## src/rtl/fifo_pkg.sv

```systemverilog
// Shared helpers for the synchronous FIFO: pointer-width calculation and
// parameter legality check used at elaboration time.
package fifo_pkg;

  // Index width for a DEPTH-entry array, never less than one bit.
  function automatic int clog2_min1(input int n);
    int r;
    r = 0;
    while ((1 << r) < n) r++;
    return (r < 1) ? 1 : r;
  endfunction

  // DEPTH must be a power of two >= 2; thresholds must be reachable occupancies.
  function automatic bit fifo_params_ok(input int depth, input int af_level,
                                        input int ae_level);
    return (depth >= 2) && ((depth & (depth - 1)) == 0) &&
           (af_level <= depth) && (ae_level < depth);
  endfunction

endpackage

```

## src/rtl/fifo_dp_ram.sv

```systemverilog
// WIDTH x DEPTH storage: synchronous write port, asynchronous read port.
module fifo_dp_ram #(
  parameter int WIDTH     = 8,
  parameter int DEPTH     = 16,
  parameter int ADDR_BITS = 4
) (
  input  logic                 clk,
  input  logic                 we,
  input  logic [ADDR_BITS-1:0] waddr,
  input  logic [WIDTH-1:0]     wdata,
  input  logic [ADDR_BITS-1:0] raddr,
  output logic [WIDTH-1:0]     rdata
);

  logic [WIDTH-1:0] mem [DEPTH];

  // NOTE: the array has no reset; occupancy is tracked by the pointers, so
  // stale contents are never observable and the array can map onto RAM cells.
  always_ff @(posedge clk) begin
    if (we) mem[waddr] <= wdata;
  end

  assign rdata = mem[raddr];

endmodule

```

## src/rtl/sync_fifo_ctrl.sv

```systemverilog
// Single-clock FIFO: pointers, occupancy count, registered status flags,
// overflow/underflow pulses and a show-ahead or registered read port.
module sync_fifo_ctrl
  import fifo_pkg::*;
#(
  parameter int WIDTH      = 8,
  parameter int DEPTH      = 16,
  parameter int ADDR_BITS  = clog2_min1(DEPTH),
  parameter int AF_LEVEL   = DEPTH - 2,
  parameter int AE_LEVEL   = 2,
  parameter bit SHOW_AHEAD = 1'b1
) (
  input  logic                 clk,
  input  logic                 rst,
  input  logic                 wr_en,
  input  logic [WIDTH-1:0]     wdata,
  input  logic                 rd_en,
  output logic [WIDTH-1:0]     rdata,
  output logic                 rvalid,
  output logic                 full,
  output logic                 empty,
  output logic                 almost_full,
  output logic                 almost_empty,
  output logic [ADDR_BITS:0]   count,
  output logic                 overflow,
  output logic                 underflow
);

  if (!fifo_params_ok(DEPTH, AF_LEVEL, AE_LEVEL)) begin : g_param_error
    $error("sync_fifo_ctrl: DEPTH must be a power of two >= 2, AF_LEVEL <= DEPTH, AE_LEVEL < DEPTH");
  end

  localparam logic [ADDR_BITS:0] ONE       = (ADDR_BITS + 1)'(1);
  localparam logic [ADDR_BITS:0] DEPTH_CNT = (ADDR_BITS + 1)'(DEPTH);
  localparam logic [ADDR_BITS:0] AF_CNT    = (ADDR_BITS + 1)'(AF_LEVEL);
  localparam logic [ADDR_BITS:0] AE_CNT    = (ADDR_BITS + 1)'(AE_LEVEL);

  logic [ADDR_BITS:0] wr_ptr;
  logic [ADDR_BITS:0] rd_ptr;
  logic [ADDR_BITS:0] count_nxt;
  logic [WIDTH-1:0]   ram_rdata;
  logic               wr_acc;
  logic               rd_acc;

  // Acceptance uses the registered flags, so a full FIFO still takes a read
  // and an empty FIFO still takes a write in the same cycle.
  assign wr_acc = wr_en & ~full;
  assign rd_acc = rd_en & ~empty;

  // NOTE: every always_comb output gets a default first so no latch is inferred.
  always_comb begin
    count_nxt = count;
    unique case ({wr_acc, rd_acc})
      2'b10:   count_nxt = count + ONE;
      2'b01:   count_nxt = count - ONE;
      default: count_nxt = count;
    endcase
  end

  // NOTE: sequential state uses non-blocking assignments so every register
  // samples pre-edge values regardless of statement order.
  always_ff @(posedge clk) begin
    if (rst) begin
      wr_ptr       <= '0;
      rd_ptr       <= '0;
      count        <= '0;
      full         <= 1'b0;
      empty        <= 1'b1;
      almost_full  <= 1'b0;
      almost_empty <= 1'b1;
      overflow     <= 1'b0;
      underflow    <= 1'b0;
    end else begin
      if (wr_acc) wr_ptr <= wr_ptr + ONE;
      if (rd_acc) rd_ptr <= rd_ptr + ONE;
      count        <= count_nxt;
      full         <= (count_nxt == DEPTH_CNT);
      empty        <= (count_nxt == '0);
      almost_full  <= (count_nxt >= AF_CNT);
      almost_empty <= (count_nxt <= AE_CNT);
      overflow     <= wr_en & full;
      underflow    <= rd_en & empty;
    end
  end

  fifo_dp_ram #(
    .WIDTH     (WIDTH),
    .DEPTH     (DEPTH),
    .ADDR_BITS (ADDR_BITS)
  ) u_ram (
    .clk   (clk),
    .we    (wr_acc & ~rst),
    .waddr (wr_ptr[ADDR_BITS-1:0]),
    .wdata (wdata),
    .raddr (rd_ptr[ADDR_BITS-1:0]),
    .rdata (ram_rdata)
  );

  if (SHOW_AHEAD) begin : g_show_ahead
    // Head word is visible as soon as the FIFO is non-empty; zero otherwise.
    assign rdata  = empty ? '0 : ram_rdata;
    assign rvalid = ~empty;
  end else begin : g_registered
    logic [WIDTH-1:0] rdata_q;
    logic             rvalid_q;

    always_ff @(posedge clk) begin
      if (rst) begin
        rdata_q  <= '0;
        rvalid_q <= 1'b0;
      end else begin
        rvalid_q <= rd_acc;
        if (rd_acc) rdata_q <= ram_rdata;
      end
    end

    assign rdata  = rdata_q;
    assign rvalid = rvalid_q;
  end

endmodule

```

## config.mk

```make
export PLATFORM = sky130hd
export DESIGN_NAME = sync_fifo_ctrl
export DESIGN_NICKNAME = d
export VERILOG_FILES = /design/src/rtl/fifo_pkg.sv /design/src/rtl/fifo_dp_ram.sv /design/src/rtl/sync_fifo_ctrl.sv
export SDC_FILE = /design/constraint.sdc
export NUM_CORES = 1
export LEC_CHECK = 0
export ABC_AREA = 1
export BUFFER_PORTS_ARGS = -buffer_cell sky130_fd_sc_hd__buf_2
export CAP_MARGIN = 20
export CORE_MARGIN = 10
export CORE_UTILIZATION = 61
export CTS_BUF_LIST = sky130_fd_sc_hd__clkbuf_8
export CTS_CLUSTER_DIAMETER = 60
export DETAILED_ROUTE_END_ITERATION = 7
export PLACE_DENSITY_LB_ADDON = 0.1
export SLEW_MARGIN = 20
export SYNTH_ARGS = -nofsm -noshare
export SYNTH_HDL_FRONTEND = slang
export SYNTH_SLANG_ARGS = --single-unit
```

## constraint.sdc

```tcl
create_clock -name clk -period 4.6 [get_ports clk]
set_clock_uncertainty 0.1 [all_clocks]
set_input_delay 0.92 -clock clk [delete_from_list [all_inputs] [get_ports clk]]
set_output_delay 0.92 -clock clk [all_outputs]
set_load 0.05 [all_outputs]
```

==> results of run 1 <==
[cells by family (layout without fill, tap and decap cells)]
family | after synthesis | after routing | synth area share [%]
DFF | 151 | 151 | 68.3
AOI/OAI and AO/OA | 124 | 124 | 11.3
muxes | 1 | 1 | 0.159
and+or+nand+nor | 196 | 196 | 12.9
adders and majority gates | 8 | 8 | 1.59
buffers and inverters | 53 | 94 | 5.40
xor gates and xnor gates | 3 | 3 | 0.417
[through the flow]
step / cell area, um^2 / util, % / hold slack, ns
2_1_floorplan: 6300 / - / 0.347
3_3_place_gp: 6430 / 63.1 / 0.368
3_5_place_dp: 6430 / 63.1 / 0.378
4_1_cts: 6870 / 67.4 / 0.391
5_1_grt: 6870 / 67.4 / 0.428
6_report: 6870 / 67.4 / 0.386
[worst paths after layout]
kind / end / slack [ns] / cells past startpoint
setup / recovery: rdata[4] / 1.03 / 6
hold / removal: overflow / 0.39 / 2
setup reg to reg: empty / 2.13 / 10
hold reg to reg: overflow / 0.39 / 2
[worst max-delay path: cells and delay by family, from the launching register on]
kind / cells / cell delay, ns
compound gates: 4 / 0.79
buf+inv: 2 / 0.58
flops: 1 / 0.72
[layout make-up]
| type | count | area [um^2] |
|---|---|---|
| multi-input cells | 332 | 1660 |
| clock buffers | 19 | 262 |
| fillers | 758 | 3320 |
| clock inverters | 13 | 176 |
| repair buffers | 36 | 193 |
| well taps | 136 | 170 |
| inverters | 26 | 103 |
| flip-flops and latches | 151 | 4310 |
[routing by layer]
metal  up-vias  track usage [%]
li1       1951                -
met1      1971             24.4
met2       167             29.5
met3        33             4.53
met4         0             8.94
met5         -                0
[cell usage in the layout, fill, tap and decap left out, types with 3 or more instances in the layout]
cell / instances
buf_4: 5
ha_1: 8
inv_1: 23
xor2_1: 3
nand3_1: 23
nor2_1: 126
o21ai_0: 37
nor3_1: 4
bufinv_16: 4
edfxtp_1: 128
nand2_2: 4
dfxtp_1: 22
o211ai_1: 31
nand2_1: 34
buf_2: 31
clkbuf_8: 19
a21oi_1: 14
o21ai_1: 39
[state kept, by name, summed over array words and instances (netlist names), named ones only]
name / count
u_ram.mem: 128
count: 5
rd_ptr: 4
wr_ptr: 4
almost_empty: 1
almost_full: 1
empty: 1
full: 1
overflow: 1
underflow: 1
[power breakdown]
part	leakage (uW)	internal, uW	total, uW	switching, uW
clock	0.000233	618	1110	489
sequential	0.00134	1530	1600	77.8
combinational	0.000879	207	768	561
==> results.toml, run 1 <==
[global_routing]
grt_pass1_wl_mm = 21.2
grt_overflow = 0
grt_use_total_pct = 18.9
grt_max_degree = 65
antenna_found_initial = 0
grt_pass1_vias = 3984

[floorplanning]
dieArea_um2 = 14800
fp-row-count = 37
core_um2 = 10200
fp.dieW_um = 122
die_h_um = 122
ios = 32
start_util_pct = 61.9

[clocking]
cts_setup_buffers = 0
clk_path_buf_depth = 2
cts_resized = 0
hold_buffers = 0
worstSkewPairLatency_ns = 0.45
clock-root-buffer = "clkbuf_8"
cts_num_sinks = 151
htree_levels = 4
numCtsBuffers = 17
clkTransAtPathRegs_ns = 0.08
cts_tree = "done"

[synthesis]
seq_area_frac_synth_pct = 68.3
synth_nets = 556
synth_most_common_cell = "edfxtp_1"
yosys-top-cells-area = "edfxtp_1 61%, nor2_1 7.5%, dfxtp_1 7.3%"
synth_top_area_share_pct = 61.0
syn_inst = 536
synth_flop_cell = "edfxtp_1"
synth_warnings = 0
syn_area_um2 = 6300
yosysUniqueCellTypes = 30
async_flop_share_pct = 0
ys_ff_latch = 151
synth_enable_flop_cells = 128
yosysTopAreaCell = "edfxtp_1"
syn-mean-instance-area_um2 = 11.8
ys_top_cells_by_count = "128 x edfxtp_1, 126 x nor2_1, 39 x o21ai_1, 37 x o21ai_0, 34 x nand2_1"

[critical_path]
worstPathRequired_ns = 3.58
critical_path.max_stage_delay_ns = 0.72
cp.arrival_ns = 2.55
critPathLaunchType = "register"
reg2reg_from = "empty"
cp_cell_sequence = "inv_6, o21ai_1, o21ai_1, o211ai_1, a21oi_1, buf_2"
cp_slowest_cell = "dfxtp_2"
crit_fanout = 64
end_kind = "output pin"
path_common_cell = "o21ai_1"
path_class = "reg2out"

[sta]
setup_viol = 0
hold_viol_final = 0
fin_crit_sh_pct = 77.6
worst_slack_ns = 1.03
drv_slew = 0
fin_crit_ns = 3.57
worst_slew_pin_slew_ns = 0.870
relSlewSlack_pct = 41.8
rsz0062_at_grt = "no"
tns_ns = 0
fmax_ghz = 0.280

[placement]
hpwl_mm = 8.74
post-place-cells = 681
place_ws_ns = 1.50
routabilityCongestion = 0.851
io_buffers = 31

[route]
dr.pass1.iters = 5
initialDrtViolationCount = 518
wl_per_cell_um = 19.0
vias_per_cell = 5.78
wl_mm = 13.5
wl_met2_mm = 6.38
top_layer_used = "met4"
drc = 0
wl_met3_mm = 1.02
wirelength_met1_mm = 5.80
final_antenna_net_count = 0
routed-via-count = 4122

[worst_hold_path]
hp-class = "reg2reg"
min_from = "full"

[pwr]
p_total_uw = 3480
peakVddDrop_mv = 0.365
p_leak_uw = 0.00245
power_density_nw_per_um2 = 507

[cells_and_area]
num_antenna_cells = 0
synthToLayoutAreaGrowth_pct = 8.95
nets = 584
drive_above_1_share_pct = 13.9
instances_no_fill = 713

[flow_run]
max-cap-violations = 0

[run_status]
status = "finished clean"
No activity file was read; power rests on OpenSTA's default activity.
==> run 2, diff against run 1 <==
--- a/config.mk
+++ b/config.mk
@@ -5,7 +5,7 @@
 export SDC_FILE = /design/constraint.sdc
 export NUM_CORES = 1
 export LEC_CHECK = 0
-export ABC_AREA = 1
+export ABC_AREA = 0
 export BUFFER_PORTS_ARGS = -buffer_cell sky130_fd_sc_hd__buf_2
 export CAP_MARGIN = 20
 export CORE_MARGIN = 10
==> constraint.sdc (replaced) <==
create_clock -name clk -period 3.7 [get_ports clk]
set_clock_uncertainty 0.1 [all_clocks]
set_input_delay 0.74 -clock clk [delete_from_list [all_inputs] [get_ports clk]]
set_output_delay 0.74 -clock clk [all_outputs]
set_load 0.05 [all_outputs]
==> results.toml, run 2 <==
[clocking]
cts_num_sinks = 151
htree_levels = 4
cts_tree = "done"
numCtsBuffers = 17
cts_setup_buffers = 0
clkTransAtPathRegs_ns = 0.07
clock-root-buffer = "clkbuf_8"
clk_path_buf_depth = 2
worstSkewPairLatency_ns = 0.44
cts_resized = 0
hold_buffers = 0

[sta]
drv_slew = 0
fin_crit_sh_pct = 90.1
fmax_ghz = 0.300
relSlewSlack_pct = 33.9
hold_viol_final = 0
fin_crit_ns = 3.33
rsz0062_at_grt = "no"
worst_slew_pin_slew_ns = 0.988
setup_viol = 0
tns_ns = 0

[cells_and_area]
largest_register_ffs = 128
seqCellArea_um2 = 4310
drive_above_1_share_pct = 31.2
nFillCells = 641
regMostFlops = "u_ram.mem"
synthToLayoutAreaGrowth_pct = 12.3
multi_input_area_um2 = 1580
instances_no_fill = 514
num_antenna_cells = 0
final_common_cell = "edfxtp_1"
nets = 389
mostFrequentLayoutCells = "128 x edfxtp_1, 40 x mux4_2, 33 x nor2_1"
top_regs = "u_ram.mem (128), count (5)"

[synthesis]
synth_enable_flop_cells = 128
yosysTopAreaCell = "edfxtp_1"
syn-mean-instance-area_um2 = 18.8
syn_area_um2 = 5980
ys_ff_latch = 151
synth_nets = 338
seq_area_frac_synth_pct = 72.0
syn_inst = 318
synth_top_area_share_pct = 64.3
ys_top_cells_by_count = "128 x edfxtp_1, 40 x mux4_2, 33 x nor2_1, 23 x dfxtp_1"
synth_warnings = 0
yosysUniqueCellTypes = 36
yosys-top-cells-area = "edfxtp_1 64%, mux4_2 15%, dfxtp_1 7.7%"
synth_flop_cell = "edfxtp_1"
synth_most_common_cell = "edfxtp_1"
async_flop_share_pct = 0

[critical_path]
cp_cell_sequence = "buf_12, mux4_2, mux4_2, and2_1, buf_2"
rrSetupSlack_ns = 1.01
end_kind = "output pin"
path_common_cell = "mux4_2"
critPathLaunchType = "register"
worstReg2RegEnd = "almost_empty"
worstPathRequired_ns = 2.86
critical_path.max_stage_delay_ns = 0.55
reg2reg_from = "full"
cp_slowest_cell = "mux4_2"
path_class = "reg2out"
cp.arrival_ns = 2.49
crit_fanout = 32
endpoint = "rdata[4]"
rr_worst_depth = 10

[placement]
hpwl_mm = 7.17
post-place-cells = 483
io_buffers = 31
routabilityCongestion = 0.779

[route]
wl_mm = 11.2
final_antenna_net_count = 0
dr.pass1.iters = 4
initialDrtViolationCount = 281
routed-via-count = 2910
wl_per_cell_um = 21.8
vias_per_cell = 5.66
drc = 0

[floorplanning]
ios = 32
die_h_um = 119
dieArea_um2 = 14200
core_um2 = 9640
fp.dieW_um = 119
fp-row-count = 36
start_util_pct = 62.0

[worst_hold_path]
hp-class = "reg2reg"

[pwr]
p_int_uw = 2770
switching_power_uw = 1060
p_comb_share_pct = 19.9
swShare_pct = 27.6
peakVddDrop_mv = 0.338
pwr-share-seq_pct = 50.9
power_density_nw_per_um2 = 570
power_frac_clock_pct = 29.3
p_leak_uw = 0.00224

[global_routing]
grt_use_total_pct = 16.4
grt_pass1_vias = 3063
grt_overflow = 0
grt_max_degree = 33
antenna_found_initial = 0
grt_pass1_wl_mm = 17.3

[flow_run]
max-cap-violations = 0

[run_status]
status = "finished clean"
[run 2: changes by cell type in the layout (fill, tap and decap cells not counted), sizes merged, moves of 7 or more]
cell / delta
nor2: -96
o21ai: -76
mux4: +40
o211ai: -31
nand2: -30
nand3: -25
inv: -20
buf: +11
a21oi: -10
and2: +8
xnor2: +7
[run 2: through the flow]
step	cell area (um^2)	worst slack, ns	power [uW]	hold slack [ns]	utilization, %
floorplan	5980	0.448	2570	0.385	-
global placement	6360	0.562	2750	0.354	66.0
detailed placement	6360	0.497	2760	0.350	66.0
CTS	6720	0.328	3860	0.363	69.7
global route	6720	0.237	4000	0.406	69.7
finish	6720	0.366	3830	0.361	69.7
[run 2: worst min path at each step]
stage / start / slack (ns) / cells past startpoint / to
after floorplan: rd_ptr[3] / 0.38 / 2 / register
after global placement: full / 0.35 / 2 / overflow
after detailed placement: full / 0.35 / 2 / overflow
after CTS: full / 0.36 / 2 / overflow
after global routing: full / 0.41 / 2 / overflow
final: full / 0.36 / 2 / overflow
[run 2: cell families after synthesis]
kind of cell | after synthesis | share of synthesized area [%]
AO/OA/AOI/OAI | 15 | 1.84
XOR/XNOR | 12 | 1.76
adder cells (fa/ha/maj) | 8 | 1.67
buffers and inverters | 22 | 1.65
flip-flops | 151 | 72.0
multiplexers | 43 | 15.6
AND/OR/NAND/NOR | 67 | 5.54
[run 2: cell type report]
class	instances	share of cell area, %
flip-flops and latches	151	64.1
multi-input cells	145	23.5
repair buffers	47	4.28
clock buffers	17	3.48
well taps	133	2.48
clock inverters	14	1.77
inverters	7	0.391
[run 2: critical path, delay by kind of cell (launching register included)]
kind	cells	cell delay, ns
AND/OR/NAND/NOR	1	0.18
flip-flops	1	0.34
multiplexers	2	1.06
buffers and inverters	2	0.46
[run 2: power by group through the flow]
stage	sequential, uW	clock [uW]	combinational [uW]
2_1_floorplan	2060	0	510
3_3_place_gp	1980	0	766
3_5_place_dp	1980	0	773
4_1_cts	1950	1140	774
5_1_grt	1950	1220	822
6_report	1950	1120	760
[run 2: routing by layer]
layer  vias up  global-route usage, %  share of wire [%]
met2        84                   27.4                 51
met3        14                   5.48                6.4
met4         0                   4.96                1.3
met1      1464                   19.9                 41
met5         -                      0                  0
li1       1348                      -                  -
==> run 3, diff against run 2 <==
--- a/config.mk
+++ b/config.mk
@@ -14,7 +14,10 @@
 export CTS_CLUSTER_DIAMETER = 60
 export DETAILED_ROUTE_END_ITERATION = 7
 export PLACE_DENSITY_LB_ADDON = 0.1
+export REMOVE_ABC_BUFFERS = 1
+export SKIP_CTS_REPAIR_TIMING = 1
 export SLEW_MARGIN = 20
 export SYNTH_ARGS = -nofsm -noshare
 export SYNTH_HDL_FRONTEND = slang
+export SYNTH_HIERARCHICAL = 1
 export SYNTH_SLANG_ARGS = --single-unit
==> results.toml, run 3 <==
[clocking]
worstSkewPairLatency_ns = 0.44
clkTransAtPathRegs_ns = 0.08
htree_levels = 4
clk_path_buf_depth = 2
cts_tree = "done"
numCtsBuffers = 17
clock-root-buffer = "clkbuf_8"
cts_num_sinks = 147

[synthesis]
synth_mux_area_share_pct = 13.0
syn_inst = 339
ys_top_cells_by_count = "128 x edfxtp_1, 27 x nor2_1, 19 x dfxtp_1, 19 x nand2_1, 18 x mux4_2"
synth_most_common_cell = "edfxtp_1"
syn_area_um2 = 6030
synth_warnings = 6
yosysUniqueCellTypes = 53
synth_flop_cell = "edfxtp_1"
async_flop_share_pct = 0
synth_enable_flop_cells = 128
yosys-top-cells-area = "edfxtp_1 64%, mux4_2 6.7%, dfxtp_1 6.3%"
yosysTopAreaCell = "edfxtp_1"
syn-mean-instance-area_um2 = 17.8
synth_top_area_share_pct = 63.7
ys_ff_latch = 147
synth_top_family_by_area = "multiplexers"
synthXorXnorAreaFrac_pct = 1.60
yosys.area_share.simple_pct = 7.18
seq_area_frac_synth_pct = 70.0
synthAdderAreaFrac_pct = 0.830
synth_compound_area_share_pct = 4.79

[route]
final_antenna_net_count = 0
dr.pass1.iters = 4
wl_mm = 11.6
initialDrtViolationCount = 293
wl_per_cell_um = 21.5
drc = 0
vias_per_cell = 5.86
routed-via-count = 3150

[floorplanning]
die_h_um = 119
start_util_pct = 62.3
core_um2 = 9680
fp-row-count = 36
dieArea_um2 = 14300
ios = 32
fp.dieW_um = 119

[sta]
worst_slew_pin_slew_ns = 0.763
tns_ns = 0
fmax_ghz = 0.310
drv_slew = 0
rsz0062_at_grt = "no"
fin_crit_ns = 3.22
fin_crit_sh_pct = 87.1
relSlewSlack_pct = 48.9
setup_viol = 0
hold_viol_final = 0

[run_status]
status = "finished clean"

[cells_and_area]
largest_register_ffs = 128
regMostFlops = "u_ram/mem"
nets = 408
mostFrequentLayoutCells = "128 x edfxtp_1, 31 x buf_2, 27 x nor2_1"
num_antenna_cells = 0
top_regs = "u_ram/mem (128), count (5)"
final_util_pct = 70.7
synthToLayoutAreaGrowth_pct = 13.5
drive_above_1_share_pct = 27.9
final_common_cell = "edfxtp_1"

[critical_path]
worstPathRequired_ns = 2.86
crit_fanout = 26
critPathLaunchType = "register"
path_class = "reg2out"
end_kind = "output pin"
cp.arrival_ns = 2.38

[global_routing]
grt_max_degree = 36
grt_use_total_pct = 17.1
grt_overflow = 0
antenna_found_initial = 0
grt_pass1_vias = 3228
grt_pass1_wl_mm = 18.4

[placement]
io_buffers = 31
routabilityCongestion = 0.849
hpwl_mm = 7.34

[pwr]
power_density_nw_per_um2 = 620
p_total_uw = 4240
p_leak_uw = 0.00234
peakVddDrop_mv = 0.484

[worst_hold_path]
hp-class = "reg2reg"

[flow_run]
max-cap-violations = 0
run 3: cell types whose count changed in the layout (fill, tap and decap cells not counted), moves of 5 or more:
cell and change:
nor2_1 -6, mux4_1 +14, nand2_1 +11, a22oi_1 +16, mux4_2 -22, and2_1 -7, nor2b_1 +5, nor3_1 +5
run 3: worst max-delay path, stage by stage, from the launching register on:
cell,delay [ns]
dfxtp_2,0.35
buf_12,0.22
mux4_1,0.58
a22oi_1,0.36
nand2_1,0.08
nor2b_1,0.13
buf_2,0.21
run 3: final cells by class:
class	instances	area, um^2
Clock buffer	17	234
Clock inverter	15	226
Fill cell	641	2830
Inverter	7	28.8
Multi-Input combinational cell	168	1650
Sequential cell	147	4230
Tap cell	133	166
Timing Repair Buffer	51	318
run 3: through the flow:
step	setup WS, ns	std cells	hold slack (ns)	area [um^2]
after floorplan	0.131	322	0.422	5900
after global placement	0.742	506	0.358	6390
after detailed placement	0.650	506	0.369	6390
after CTS	0.472	538	0.389	6850
after global routing	0.362	538	0.413	6850
final	0.478	538	0.391	6850
run 3: cells by family after synthesis:
group	Yosys count
DFF	147
and+or+nand+nor	83
AOI/OAI and AO/OA	37
muxes	33
buffers and inverters	24
xor gates and xnor gates	11
adders and majority gates	4
run 3: path summary, 6_finish.rpt:
path / cells after the start / from / to / slack, ns
setup / recovery: 6 / rd_ptr[0] / rdata[3] / 0.48
hold / removal: 2 / full / overflow / 0.39
setup reg to reg: 11 / empty / empty / 1.00
hold reg to reg: 2 / full / overflow / 0.39
run 3: layer usage:
metal	routed length (um)	global-route usage [%]
met1	5010	22.3
met4	129	5.35
met3	535	4.11
met5	0	0
met2	5900	27.9
run 3: power breakdown:
group	switching [uW]	internal (uW)	total [uW]
Combinational	572	343	914
Sequential	57.1	1860	1910
Clock	606	810	1420
Total	1240	3010	4240
